`config.mk`:
```
export PLATFORM = sky130hd
export DESIGN_NAME = bcd_updown_chain
export DESIGN_NICKNAME = d
export VERILOG_FILES = /design/src/rtl/stopwatch_pkg.sv /design/src/rtl/bcd_digit.sv /design/src/rtl/bcd_updown_chain.sv
export SDC_FILE = /design/constraint.sdc
export NUM_CORES = 1
export LEC_CHECK = 0
export ABC_CLOCK_PERIOD_IN_PS = 3800
export CAP_MARGIN = 0
export CORE_UTILIZATION = 30
export DETAILED_ROUTE_END_ITERATION = 10
export MAX_ROUTING_LAYER = met4
export PLACE_DENSITY = 0.49
export SLEW_MARGIN = 15
export SYNTH_ARGS = -nofsm -noshare
export SYNTH_HDL_FRONTEND = slang
export SYNTH_SLANG_ARGS = --single-unit
```
`constraint.sdc`:
```
create_clock -name clk -period 3.8 [get_ports clk]
set_clock_uncertainty 0.2 [all_clocks]
set_input_delay 1.14 -clock clk [delete_from_list [all_inputs] [get_ports clk]]
set_output_delay 1.14 -clock clk [all_outputs]
set_load 0.02 [all_outputs]
```
`src/rtl/stopwatch_pkg.sv`:
```
// Shared types and constants for the BCD up/down counter chain.
package stopwatch_pkg;

    typedef logic [3:0] bcd_digit_t;

    typedef enum logic [1:0] {
        MODE_DOWN0 = 2'b00,
        MODE_DOWN1 = 2'b01,
        MODE_UP    = 2'b10,
        MODE_HOLD  = 2'b11
    } mode_t;

    localparam bcd_digit_t BCD_MAX = 4'd9;

endpackage

```
`src/rtl/bcd_digit.sv`:
```
// Single BCD digit with configurable modulus, inc/dec enables and load.
module bcd_digit
    import stopwatch_pkg::*;
#(
    parameter int MOD = 10
) (
    input  logic       clk,
    input  logic       reset,
    input  logic       inc,
    input  logic       dec,
    input  logic       load,
    input  bcd_digit_t load_val,
    output bcd_digit_t value,
    output logic       is_max,
    output logic       is_zero
);

    localparam bcd_digit_t MAXV = 4'(MOD - 1);

    // Digit register: reset, then load, then increment or decrement with roll-over.
    always_ff @(posedge clk) begin
        if (reset) begin
            value <= '0;
        end else if (load) begin
            value <= load_val;
        end else if (inc) begin
            value <= (value == MAXV) ? '0 : value + 4'd1;
        end else if (dec) begin
            value <= (value == '0) ? MAXV : value - 4'd1;
        end
    end

    assign is_max  = (value == MAXV);
    assign is_zero = (value == '0);

endmodule

```
`src/rtl/bcd_updown_chain.sv`:
```
// Cascaded BCD up/down counter with load validation, terminal-count pulse
// and optional saturation at the bounds.
module bcd_updown_chain
    import stopwatch_pkg::*;
#(
    parameter int NUM_DIGITS = 4,
    parameter int MSD_MOD    = 10,
    parameter int WRAP       = 1
) (
    input  logic                    clk,
    input  logic                    reset,
    input  logic                    en,
    input  logic [1:0]              s,
    input  logic                    load,
    input  logic [4*NUM_DIGITS-1:0] load_val,
    output logic [4*NUM_DIGITS-1:0] count,
    output logic                    tc,
    output logic                    zero,
    output logic                    load_err
);

    localparam bcd_digit_t MSD_LIM = 4'(MSD_MOD);

    logic [NUM_DIGITS-1:0] is_max;
    logic [NUM_DIGITS-1:0] is_zero;
    logic [NUM_DIGITS:0]   carry;
    logic [NUM_DIGITS:0]   borrow;
    logic [NUM_DIGITS-1:0] inc;
    logic [NUM_DIGITS-1:0] dec;
    logic                  load_ok;
    logic                  step_up;
    logic                  step_dn;
    logic                  term;
    logic                  freeze;
    logic                  load_acc;

    // Load validation: every digit must be decimal and the MSD below its modulus.
    always_comb begin
        load_ok = 1'b1;
        for (int i = 0; i < NUM_DIGITS; i++) begin
            if (load_val[4*i +: 4] > BCD_MAX) load_ok = 1'b0;
        end
        if (load_val[4*NUM_DIGITS-1 -: 4] >= MSD_LIM) load_ok = 1'b0;
    end

    // Carry/borrow AND-chains and per-digit step enables; a load suppresses stepping.
    always_comb begin
        carry[0]  = 1'b1;
        borrow[0] = 1'b1;
        for (int i = 0; i < NUM_DIGITS; i++) begin
            carry[i+1]  = carry[i] & is_max[i];
            borrow[i+1] = borrow[i] & is_zero[i];
        end
        step_up  = en & ~load & (s == MODE_UP);
        step_dn  = en & ~load & ((s == MODE_DOWN0) | (s == MODE_DOWN1));
        term     = (step_up & carry[NUM_DIGITS]) | (step_dn & borrow[NUM_DIGITS]);
        freeze   = term & (WRAP == 0);
        load_acc = load & load_ok;
        for (int i = 0; i < NUM_DIGITS; i++) begin
            inc[i] = step_up & carry[i] & ~freeze;
            dec[i] = step_dn & borrow[i] & ~freeze;
        end
    end

    genvar g;
    generate
        for (g = 0; g < NUM_DIGITS; g++) begin : g_digit
            bcd_digit #(
                .MOD((g == NUM_DIGITS - 1) ? MSD_MOD : 10)
            ) u_digit (
                .clk     (clk),
                .reset   (reset),
                .inc     (inc[g]),
                .dec     (dec[g]),
                .load    (load_acc),
                .load_val(load_val[4*g +: 4]),
                .value   (count[4*g +: 4]),
                .is_max  (is_max[g]),
                .is_zero (is_zero[g])
            );
        end
    endgenerate

    // Status pulses: terminal count on a step at the bound, error on a rejected load.
    always_ff @(posedge clk) begin
        if (reset) begin
            tc       <= 1'b0;
            load_err <= 1'b0;
        end else begin
            tc       <= term;
            load_err <= load & ~load_ok;
        end
    end

    assign zero = borrow[NUM_DIGITS];

endmodule

```
==> impl_metrics.ini <==
[status]
status = finished clean

[floorplan]
start_util = 0.315
pin_count = 41
rows = 26
fp.dieW_um = 75.4
core-area_mm2 = 0.00514
fp.dieH_um = 75.4
die-area_mm2 = 0.00569

[clock_tree]
cts.htree.levels = 1
cts.repair.resized = 0
cts_tree = yes
clk_latency_ps = 270
clock-root-buffer = clkbuf_8
clock-sinks = 18
numCtsBuffers = 3
cts_buffer_depth = 2
cts_setup_buffers = 0
path_clk_slew_ps = 80
ctsHoldBuffers = 0

[drt]
via_per_inst = 5.48
routed-wl-met2_um = 2110
dr.pass1.iters = 4
highest_layer = met4
met3WireLength_um = 230
drt-met1-wl_um = 2340
num_vias = 1744
dr.first_iter.drc_count = 76
drc = 0
wire_per_inst_um = 15.0
drtAntennaViolNets = 0
totalWireLength_um = 4760

[flow_run]
cap_violations = 0

[logic_synthesis]
yosys.area.top_type = dfxtp_1
ys_async_sr_fraction = 0
synth.top_cells.by_count = nor2_1 (20), dfxtp_1 (18), nand2_1 (17)
synth_seq_cells = 18
yosysSeqAreaShare = 0.223
synth_area_mm2 = 0.00162
synthTopCellsByArea = dfxtp_1 (22%), a21oi_1 (5.0%), o21ai_0 (5.0%)
yosys_warnings = 0
ys_types = 54
synth_cells = 215
yosysMostFrequentCell = nor2_1
syn_nets = 237
synth_top_flop_cell = dfxtp_1
synth_top_area_share = 0.223
syn_area_per_cell_um2 = 7.52
synth_edf_count = 0

[setup_path]
cp_data_arrival_time_ps = 1980
crit_type = reg -> out
cp.depth = 4
reg2reg_depth = 6
crit_chain = nor4_1 -> nand3_1 -> nor2_1 -> clkdlybuf4s50_1
required_ps = 2460
slowest_delay_ps = 640
start_kind = register
crit_buf_inv = 1
cp-end-kind = output pin
crit_fanout = 11
path_delay_family = simple AND/OR/NAND/NOR gates
crit_path_top_delay_cell = clkdlybuf4s50_1

[power]
powerDensity_mw_per_mm2 = 309
peakVddDrop_mv = 0.110
leakage_nw = 0.707

[global_route]
gr-total-overflow = 0
gr-usage-all-layers = 0.181
grt_pass1_wl_um = 7640
grt_pass1_vias = 1522
grt_antenna_before_repair = 0
grt_max_degree = 20

[cells_and_area]
nets = 271
fillers = 577
fin_cells = 318
drive_gt1_frac = 0.121
diodes = 0
area_delta_synth_final_pct = 29.3

[timing]
finalHoldViolations = 0
fmax_ghz = 0.301
relSlewSlack = 0.445
maxSlewViolCount = 0
setup_viol = 0
whs_ps = 427
grt_setup_unrepaired = no
min_period_ps = 3320
worstMarginPinSlew_ps = 830
setup_tns_ps = 0
finalCritPeriodShare = 0.873

[worst_hold_path]
hp-class = reg -> reg
hold_depth = 2

[placement]
io_buffers = 40
dpl.cell_count = 314
place_congestion = 0.843
dpl.hpwl_um = 3470
==> power by group <==
| group | switching, mW | leakage [nW] | internal, mW |
|---|---|---|---|
| sequential | 0.0334 | 0.147 | 0.204 |
| clock | 0.0786 | 0.0288 | 0.0925 |
| combinational | 0.118 | 0.531 | 0.120 |
| total | 0.230 | 0.707 | 0.416 |
==> metrics by stage <==
| step | power [mW] | worst slack [ps] | utilization | area [um^2] |
|---|---|---|---|---|
| CTS | 0.655 | 458 | 0.407 | 2090 |
| detailed placement | 0.480 | 290 | 0.396 | 2040 |
| global route | 0.686 | 312 | 0.407 | 2090 |
| global placement | 0.482 | 306 | 0.396 | 2040 |
| floorplan | 0.390 | 865 | - | 1620 |
| finish | 0.646 | 481 | 0.407 | 2090 |
==> registers in the layout (all words and copies together), names as in the netlist <==
name	count
tc	1
g_digit.u_digit.value	16
load_err	1
==> cell usage in the layout, fill, tap and decap left out, types with 2 or more instances in the layout <==
| master | n |
|---|---|
| a21oi_1 | 16 |
| clkbuf_8 | 4 |
| a22oi_1 | 2 |
| a21o_1 | 2 |
| nor3_1 | 13 |
| o21ai_0 | 16 |
| mux2i_1 | 2 |
| inv_1 | 10 |
| xnor2_1 | 7 |
| a221oi_1 | 3 |
| o211ai_1 | 4 |
| nor4_1 | 5 |
| or4bb_1 | 2 |
| nor2_1 | 20 |
| nand2_1 | 17 |
| nand2b_1 | 2 |
| clkdlybuf4s50_1 | 40 |
| a22o_1 | 2 |
| o221a_2 | 3 |
| a211oi_1 | 8 |
| nor4b_2 | 2 |
| or3_2 | 2 |
| a31oi_1 | 2 |
| dfxtp_1 | 18 |
| nand3_1 | 6 |
| nand3b_1 | 2 |
| nand4_1 | 4 |
| buf_4 | 11 |
==> layer usage <==
metal  up-vias  GRT usage
met2        53      0.274
met1       817      0.250
li1        868          -
met3         6     0.0212
met5         -          -
met4         0     0.0597
==> worst register-to-register path: stages (launching register included) <==
cell and delay, ps:
dfxtp_1 380, buf_4 200, or4bb_1 580, nor4_1 410
a311o_1 180, a21oi_1 70, a2111oi_2 310
==> worst paths after layout <==
check	startpoint	end	slack, ps
worst max-delay path	g_digit[0].u_digit.value[3]$_SDFFE_PP0P_	zero	480
worst min-delay path	g_digit[3].u_digit.value[3]$_SDFFE_PP0P_	tc$_SDFF_PP0_	430
worst max register to register	g_digit[1].u_digit.value[3]$_SDFFE_PP0P_	g_digit[2].u_digit.value[2]$_SDFFE_PP0P_	1380
worst min register to register	g_digit[3].u_digit.value[3]$_SDFFE_PP0P_	tc$_SDFF_PP0_	430
==> cell families (layout without fill, tap and decap cells) <==
kind of cell,after synthesis,count (layout),share of synthesized area
flip-flops,18,18,0.223
XOR/XNOR,8,8,0.0433
AND/OR/NAND/NOR,86,86,0.306
buffers and inverters,32,65,0.117
AO/OA/AOI/OAI,69,69,0.299
multiplexers,2,2,0.0124
==> area by class of cell <==
| type | instances | area [um^2] | area share |
|---|---|---|---|
| tap | 70 | 87.6 | 0.0419 |
| multi-input combinational | 165 | 1070 | 0.510 |
| timing repair buffer | 51 | 483 | 0.231 |
| inverter | 10 | 37.5 | 0.0180 |
| sequential | 18 | 360 | 0.172 |
| clock buffer | 4 | 55.1 | 0.0263 |
No activity file was read; power rests on OpenSTA's default activity.
